[config.mk]
export PLATFORM = sky130hd
export DESIGN_NAME = mire_flat
export DESIGN_NICKNAME = d
export VERILOG_FILES = /design/src/rtl/mire_if.sv /design/src/rtl/mire.sv /design/src/flat_wrapper.sv
export SDC_FILE = /design/constraint.sdc
export NUM_CORES = 1
export LEC_CHECK = 0
export ABC_AREA = 1
export BUFFER_PORTS_ARGS = -buffer_cell sky130_fd_sc_hd__buf_2
export CORE_MARGIN = 3
export CORE_UTILIZATION = 30
export DETAILED_ROUTE_END_ITERATION = 10
export MAX_ROUTING_LAYER = met4
export PLACE_DENSITY = 0.59
export SETUP_SLACK_MARGIN = 0.4
export SYNTH_ARGS = -nofsm -noshare
export SYNTH_HDL_FRONTEND = slang
export SYNTH_SLANG_ARGS = --single-unit
[constraint.sdc]
create_clock -name wshb_ifm_clk -period 5.3 [get_ports wshb_ifm_clk]
set_input_delay 1.06 -clock wshb_ifm_clk [delete_from_list [all_inputs] [get_ports wshb_ifm_clk]]
set_output_delay 1.06 -clock wshb_ifm_clk [all_outputs]
set_load 0.1 [all_outputs]
[src/rtl/mire_if.sv]
// Wishbone master-side bundle used by the test-grid writer.
interface wshb_if;
   logic        clk;
   logic        rst;
   logic        cyc;
   logic        stb;
   logic        we;
   logic [3:0]  sel;
   logic [2:0]  cti;
   logic [1:0]  bte;
   logic [31:0] adr;
   logic [31:0] dat_ms;
   logic        ack;

   modport master (
      input  clk, rst, ack,
      output cyc, stb, we, sel, cti, bte, adr, dat_ms
   );
endinterface

[src/rtl/mire.sv]
// Wishbone write master that paints a white grid on black into the framebuffer,
// yielding the bus for one cycle after every BURST accepted writes.
module mire #(
   parameter int HDISP = 800,
   parameter int VDISP = 480,
   parameter int GRID  = 16,
   parameter int BURST = 64
) (
   wshb_if.master wshb_ifm,
   output logic   frame_done
);
   localparam int NPIX = HDISP * VDISP;
   localparam int PW   = (NPIX  > 1) ? $clog2(NPIX)  : 1;
   localparam int XW   = (HDISP > 1) ? $clog2(HDISP) : 1;
   localparam int YW   = (VDISP > 1) ? $clog2(VDISP) : 1;
   localparam int BW   = (BURST > 1) ? $clog2(BURST) : 1;

   localparam logic [XW-1:0] X_LAST = XW'(HDISP - 1);
   localparam logic [YW-1:0] Y_LAST = YW'(VDISP - 1);
   localparam logic [PW-1:0] P_LAST = PW'(NPIX - 1);
   localparam logic [BW-1:0] B_LAST = BW'(BURST - 1);

   typedef enum logic {WRITE = 1'b0, PAUSE = 1'b1} state_t;

   state_t          state_q, state_d;
   logic [XW-1:0]   x_q, x_d;
   logic [YW-1:0]   y_q, y_d;
   logic [PW-1:0]   pixel_id_q, pixel_id_d;
   logic [BW-1:0]   burst_cnt_q, burst_cnt_d;
   logic            frame_done_q, frame_done_d;
   logic            active;
   logic            done;
   logic            on_grid;

   // Reset gates the strobe combinationally so an in-flight access is dropped at once.
   assign active  = (state_q == WRITE) && !wshb_ifm.rst;
   assign done    = active && wshb_ifm.ack;
   assign on_grid = ((32'(x_q) & 32'(GRID - 1)) == 32'd0) ||
                    ((32'(y_q) & 32'(GRID - 1)) == 32'd0);

   always_comb begin
      state_d      = state_q;
      x_d          = x_q;
      y_d          = y_q;
      pixel_id_d   = pixel_id_q;
      burst_cnt_d  = burst_cnt_q;
      frame_done_d = 1'b0;

      case (state_q)
         WRITE: begin
            if (done) begin
               if (burst_cnt_q == B_LAST) begin
                  burst_cnt_d = '0;
                  state_d     = PAUSE;
               end else begin
                  burst_cnt_d = burst_cnt_q + 1'b1;
               end
            end
         end
         PAUSE:   state_d = WRITE;
         default: state_d = WRITE;
      endcase

      if (done) begin
         if (x_q == X_LAST) begin
            x_d = '0;
            y_d = (y_q == Y_LAST) ? '0 : y_q + 1'b1;
         end else begin
            x_d = x_q + 1'b1;
         end
         if (pixel_id_q == P_LAST) begin
            pixel_id_d   = '0;
            frame_done_d = 1'b1;
         end else begin
            pixel_id_d = pixel_id_q + 1'b1;
         end
      end
   end

   always_ff @(posedge wshb_ifm.clk or posedge wshb_ifm.rst) begin
      if (wshb_ifm.rst) begin
         state_q      <= WRITE;
         x_q          <= '0;
         y_q          <= '0;
         pixel_id_q   <= '0;
         burst_cnt_q  <= '0;
         frame_done_q <= 1'b0;
      end else begin
         state_q      <= state_d;
         x_q          <= x_d;
         y_q          <= y_d;
         pixel_id_q   <= pixel_id_d;
         burst_cnt_q  <= burst_cnt_d;
         frame_done_q <= frame_done_d;
      end
   end

   assign wshb_ifm.cyc    = active;
   assign wshb_ifm.stb    = active;
   assign wshb_ifm.we     = 1'b1;
   assign wshb_ifm.sel    = 4'hF;
   assign wshb_ifm.cti    = 3'b000;
   assign wshb_ifm.bte    = 2'b00;
   assign wshb_ifm.adr    = 32'(pixel_id_q) << 2;
   assign wshb_ifm.dat_ms = on_grid ? 32'h00FF_FFFF : 32'h0000_0000;
   assign frame_done      = frame_done_q;
endmodule

[src/flat_wrapper.sv]
// flat-port wrapper written by rule: the top's interface ports become plain ports
module mire_flat 
#(
   parameter int HDISP = 800,
   parameter int VDISP = 480,
   parameter int GRID  = 16,
   parameter int BURST = 64
)
  (frame_done, wshb_ifm_clk, wshb_ifm_rst, wshb_ifm_ack, wshb_ifm_cyc, wshb_ifm_stb, wshb_ifm_we, wshb_ifm_sel, wshb_ifm_cti, wshb_ifm_bte, wshb_ifm_adr, wshb_ifm_dat_ms);
  wshb_if wshb_ifm_i ();
  output logic frame_done;
  input wire logic [$bits(wshb_ifm_i.clk)-1:0] wshb_ifm_clk;
  input wire logic [$bits(wshb_ifm_i.rst)-1:0] wshb_ifm_rst;
  input wire logic [$bits(wshb_ifm_i.ack)-1:0] wshb_ifm_ack;
  output wire logic [$bits(wshb_ifm_i.cyc)-1:0] wshb_ifm_cyc;
  output wire logic [$bits(wshb_ifm_i.stb)-1:0] wshb_ifm_stb;
  output wire logic [$bits(wshb_ifm_i.we)-1:0] wshb_ifm_we;
  output wire logic [$bits(wshb_ifm_i.sel)-1:0] wshb_ifm_sel;
  output wire logic [$bits(wshb_ifm_i.cti)-1:0] wshb_ifm_cti;
  output wire logic [$bits(wshb_ifm_i.bte)-1:0] wshb_ifm_bte;
  output wire logic [$bits(wshb_ifm_i.adr)-1:0] wshb_ifm_adr;
  output wire logic [$bits(wshb_ifm_i.dat_ms)-1:0] wshb_ifm_dat_ms;
  assign wshb_ifm_i.clk = wshb_ifm_clk;
  assign wshb_ifm_i.rst = wshb_ifm_rst;
  assign wshb_ifm_i.ack = wshb_ifm_ack;
  assign wshb_ifm_cyc = wshb_ifm_i.cyc;
  assign wshb_ifm_stb = wshb_ifm_i.stb;
  assign wshb_ifm_we = wshb_ifm_i.we;
  assign wshb_ifm_sel = wshb_ifm_i.sel;
  assign wshb_ifm_cti = wshb_ifm_i.cti;
  assign wshb_ifm_bte = wshb_ifm_i.bte;
  assign wshb_ifm_adr = wshb_ifm_i.adr;
  assign wshb_ifm_dat_ms = wshb_ifm_i.dat_ms;
  mire #(.HDISP(HDISP), .VDISP(VDISP), .GRID(GRID), .BURST(BURST)) u_core (.wshb_ifm(wshb_ifm_i), .frame_done(frame_done));
endmodule
==> reports/qor.yml, run 1 <==
status:
  status: "completed"
sta:
  fin_worst_skew_ps: 11.3
  setup_viol: 0
  slew_headroom_pct: 35.3
  timing.final.crit_share_pct: 64.6
  min_period_ps: 3420
  rsz0062_at_grt: "no"
  max_freq_mhz: 292
  worst_slew_pin_slew_ps: 963
  fin_ws_ps: 1880
  slew_viol_final: 0
  hold_viol: 0
  fin_tns_setup_ps: 0
  fin_hold_ws_ps: 502
setup_path:
  path_max_fanout: 24
  crit_chain: "inv_1 > ha_1 > nand2_1 > o21ai_1 > buf_2"
  critPathMaxStageDelay_ps: 750
  cp-startpoint: "u_core.x_q[0]"
  crit_arrival_ps: 2360
  worst-path-buf-inv: 2
  required_ps: 4240
  cp_top_family: "compound AO/OA/AOI/OAI gates"
  crit_slowest_cell: "o21ai_1"
  r2r-start: "u_core.pixel_id_q[0]"
  startpoint_type: "flop"
  cp-end-kind: "output port"
  path_class: "flop to output port"
routing:
  detail-route-antenna-nets: 0
  wl_per_cell_um: 10.6
  drtIter0Drc: 113
  drt_pass1_iterations: 4
  routed_via_density: 4.34
  num_vias: 2502
  postRouteWirelength_um: 6120
  drc: 0
grt:
  antenna_found_initial: 0
  grt_max_degree: 47
  grt_first_pass_wirelength_um: 10800
  grt_pass1_vias: 2404
  grt_use_total_pct: 11.3
  grt_overflow: 0
synthesis:
  ys_ff_latch: 46
  synth_top_area_share_pct: 36.2
  synthCells: 419
  synth_cell_types: 36
  ys_seq_area_share_pct: 36.2
  mappedNetlistArea_mm2: 0.00318
  async_flop_share_pct: 100
  yosys.area.top_type: "dfrtp_1"
  syn_avg_cell_area_um2: 7.59
  ys_warn_count: 0
  synth_edf_count: 0
  synth-main-ff-cell: "dfrtp_1"
  synth_area_leaders: "dfrtp_1, buf_4, nand2_1, nand3_1, inv_1"
cts:
  clk_latency_ps: 310
  cts_root_buf: "clkbuf_8"
  h-tree-depth: 2
  post-cts-setup-buffers: 0
  max-clock-path-buffers: 2
  cts_resized: 0
  clkSinkCount: 46
  tritoncts: "built"
  numCtsBuffers: 5
  clk_pin_slew_ps: 100
  ctsHoldBuffers: 0
power_and_ir_drop:
  p_per_area_mw_per_mm2: 492
  leakagePower_nw: 1.86
  vdd_drop_max_mv: 0.552
placement:
  dp.cells: 569
  port_buffers: 48
  post-place-ws_ps: 2180
  hpwl_um: 4540
  place_area_mm2: 0.00324
  place_congestion: 0.904
cells_and_area:
  fin_nets: 452
  fin_area_mm2: 0.00338
  antenna_cells: 0
  layout.cells.non_filler: 577
  fill_cells: 1037
  synthToLayoutAreaGrowth_pct: 6.21
  drive_gt1_share_pct: 18.5
floorplan:
  io_pins: 80
  fp.dieH_um: 109
  dieArea_mm2: 0.0119
  die-width_um: 109
  start_util_pct: 31.7
  coreArea_mm2: 0.0100
  rows: 36
flow_run:
  maxCapViolCount: 0
hold_path:
  hold_path_class: "flop to flop"
  hold_start: "u_core.burst_cnt_q[4]"
[kinds of logic after synthesis]
| group | share of synthesized area [%] |
|---|---|
| other | 0.236 |
| adders and majority gates | 2.36 |
| buffers and inverters | 20.9 |
| xor gates and xnor gates | 3.58 |
| and+or+nand+nor | 33.3 |
| DFF | 36.2 |
| AOI/OAI and AO/OA | 3.42 |
[layout make-up]
| type | count | area, µm² | area share, % |
|---|---|---|---|
| Multi-Input combinational cell | 288 | 1470 | 43.6 |
| Sequential cell | 46 | 1150 | 34.1 |
| Timing Repair Buffer | 48 | 240 | 7.11 |
| Inverter | 54 | 210 | 6.22 |
| Tap cell | 133 | 166 | 4.92 |
| Clock buffer | 5 | 68.8 | 2.04 |
| Clock inverter | 3 | 68.8 | 2.04 |
[synth_stat cells, types with 3 or more instances]
cell,count
a21oi_1,4
buf_4,56
dfrtp_1,46
ha_1,6
nand3_1,38
o21ai_1,3
nor2_1,45
nand2_1,98
o21ai_0,10
inv_1,49
nor3_1,6
nand3_2,3
nor2_2,4
xnor2_1,4
nor2_4,5
xor2_1,9
nand4_1,10
[state kept, by name, summed over array words and instances (netlist names)]
signal,cells
u_core.frame_done,1
u_core.pixel_id_q,19
u_core.state_q,1
u_core.x_q,10
u_core.y_q,9
u_core.burst_cnt_q,6
[per-layer routing]
metal	routed length (µm)	vias up	track usage (%)
met5	0	-	-
met3	416	2	2.78
met4	22	0	2.34
met2	2900	83	19.0
li1	-	1263	-
met1	2780	1154	13.9
[final timing paths]
kind                                              end  slack [ps]  depth (start not counted)
worst max-delay path              wshb_ifm_dat_ms[12]        1880                          5
worst min-delay path            u_core.burst_cnt_q[4]         500                          1
worst max register to register  u_core.pixel_id_q[10]        3670                          8
worst min register to register  u_core.burst_cnt_q[4]         500                          1
max in group asynchronous       u_core.pixel_id_q[10]        3720                          2
min in group asynchronous              u_core.state_q         980                          2
[placed cells by master, fill, tap and decap left out, drive strengths merged, types with 5 or more instances in the layout]
| cell type | netlist | final |
|---|---|---|
| nand2 | 101 | 101 |
| nor2 | 56 | 56 |
| inv | 52 | 52 |
| buf | 59 | 48 |
| dfrtp | 46 | 46 |
| nand3 | 41 | 41 |
| conb | 2 | 31 |
| o21ai | 14 | 14 |
| nand4 | 11 | 11 |
| xor2 | 9 | 9 |
| nor3 | 7 | 7 |
| ha | 6 | 6 |
| clkbuf | 1 | 5 |
[metrics by stage]
step / utilization, % / total power [mW]
after floorplan: - / 1.33
after detailed placement: 32.3 / 1.35
after CTS: 33.6 / 1.68
after global routing: 33.6 / 1.75
after global placement: 32.3 / 1.34
final: 33.6 / 1.66
[where the power goes]
group / switching, mW / internal, mW
Clock: 0.127 / 0.189
Combinational: 0.726 / 0.114
Sequential: 0.0834 / 0.421
Total: 0.937 / 0.725
Note: power is estimated with default switching activity, not from simulation.
==> inputs of run 2 (changes only) <==
Settings changed: PLACE_DENSITY 0.59 to 0.61.
Clock period 5.3 ns to 2.8 ns, I/O delays scaled along.
==> run 2 against run 1 <==
  * Flip-flop and latch count is the same
  * Count of clock-buffer cells in the layout is the same
  * Critical path depth is the same
  * Clock skew shrank 0.85 ps
  * Core utilization grew 0.97 points
  * Register-to-register slack lost 2500 ps
  * Wire length grew 3.8%
  * Design area grew 2.9%
  * First-iteration DRC count shrank 43%
  * Non-clock buffer count grew 2
  * Hold slack lost 75 ps
  * Sequential power grew 91%
  * Largest cell class unchanged
  * Highest routed layer unchanged
==> reports/qor.yml, run 2 (synthesis results as in run 1) <==
status:
  status: "completed"
setup_path:
  path_max_fanout: 12
  path_class: "flop to output port"
  required_ps: 2240
  r2r_slack_ps: 1130
  crit_arrival_ps: 1780
  r2r-end: "u_core.pixel_id_q[7]"
  startpoint_type: "flop"
  r2r_cells: 8
  r2r-start: "u_core.pixel_id_q[0]"
  cp-end-kind: "output port"
cells_and_area:
  antenna_cells: 0
  layout_commonest_cell: "nand2_1"
  layout.cells.non_filler: 579
  largest_reg_flops: 19
  drive_gt1_share_pct: 19.1
  regMostFlops: "u_core.pixel_id_q"
  fin_area_mm2: 0.00348
  mostFrequentLayoutCells: "nand2_1, inv_1, dfrtp_1, nor2_1, nand3_1"
  top_regs: "u_core.pixel_id_q x19, u_core.x_q x10, u_core.y_q x9"
  synthToLayoutAreaGrowth_pct: 9.28
  final_core_util_pct: 34.6
  fin_nets: 455
floorplan:
  io_pins: 80
  dieArea_mm2: 0.0119
  coreArea_mm2: 0.0100
  start_util_pct: 31.7
  rows: 36
  die-width_um: 109
  fp.dieH_um: 109
routing:
  wl_met2_um: 3000
  met3_length_um: 364
  routed.top_layer: "met4"
  drc: 0
  num_vias: 2544
  detail-route-antenna-nets: 0
  wl_per_cell_um: 11.0
  routed_via_density: 4.39
  postRouteWirelength_um: 6350
  drt_pass1_iterations: 4
  drtIter0Drc: 64
  wl_met1_um: 2920
power_and_ir_drop:
  leakagePower_nw: 1.87
  p_per_area_mw_per_mm2: 884
  vdd_drop_max_mv: 0.643
  p_total_mw: 3.07
placement:
  place_area_mm2: 0.00325
  place_congestion: 0.903
  port_buffers: 48
  dp.cells: 570
  hpwl_um: 4620
flow_run:
  maxCapViolCount: 0
sta:
  min_period_ps: 2340
  max_freq_mhz: 428
  slew_headroom_pct: 60.0
  setup_viol: 0
  hold_viol: 0
  fin_tns_setup_ps: 0
  worst_slew_pin_slew_ps: 600
  timing.final.crit_share_pct: 83.5
  slew_viol_final: 0
  fin_worst_skew_ps: 10.5
  rsz0062_at_grt: "yes"
cts:
  ctsHoldBuffers: 0
  numCtsBuffers: 5
  clk_latency_ps: 300
  cts_root_buf: "clkbuf_8"
  max-clock-path-buffers: 2
  tritoncts: "built"
  clk_pin_slew_ps: 90
  clkSinkCount: 46
  h-tree-depth: 2
grt:
  grt_pass1_vias: 2249
  antenna_found_initial: 0
  grt_max_degree: 47
  grt_first_pass_wirelength_um: 10100
  grt_overflow: 0
  grt_use_total_pct: 10.8
hold_path:
  hold_path_class: "primary input to asynchronous set/reset pin"
==> run 2: layout make-up <==
cell class                 count  area (µm²)
tap                          133         166
multi-input combinational    289        1500
inverter                      54         210
clock inverter                 2        10.0
fill                        1087        6570
sequential                    46        1150
timing repair buffer          50         369
clock buffer                   5        68.8
==> run 2: per-layer routing <==
layer,global-route usage (%),vias to the layer above
met1,13.6,1181
met3,2.01,7
li1,-,1272
met4,3.34,0
met5,-,-
met2,17.7,84
==> run 2: per-stage QoR <==
step / hold slack (ps) / worst slack, ps
2_1_floorplan: 464 / 653
3_3_place_gp: 482 / 582
3_5_place_dp: 484 / 512
4_1_cts: 460 / 291
5_1_grt: 490 / 334
6_report: 427 / 463
==> run 2: how the worst max path moves through the flow <==
stage / startpoint / to / depth (start not counted)
after floorplan: u_core.x_q[0] / wshb_ifm_dat_ms[0] / 5
after global placement: u_core.x_q[0] / wshb_ifm_dat_ms[9] / 5
after detailed placement: u_core.x_q[0] / wshb_ifm_dat_ms[20] / 5
after CTS: u_core.x_q[0] / wshb_ifm_dat_ms[6] / 5
after global routing: u_core.x_q[0] / wshb_ifm_dat_ms[19] / 5
final: u_core.x_q[0] / wshb_ifm_dat_ms[19] / 5
==> run 2: what timing repair did <==
action                                  in CTS  in global routing
gates resized for setup                     11                 40
pin swaps                                    0                  1
gates cloned                                 0                  1
endpoints found under the setup margin      24                 24
setup buffers                                0                  1
==> run 2: power breakdown <==
group / internal [mW] / switching [mW] / leakage, nW / total (mW)
sequential: 0.798 / 0.168 / 0.547 / 0.965
combinational: 0.312 / 1.40 / 1.28 / 1.71
clock: 0.168 / 0.229 / 0.0438 / 0.397
==> run 2: critical path: stages (launching register included) <==
cell,delay [ps]
dfrtp_1,400
inv_1,110
ha_1,150
nand2_1,140
o21ai_4,330
buf_4,350
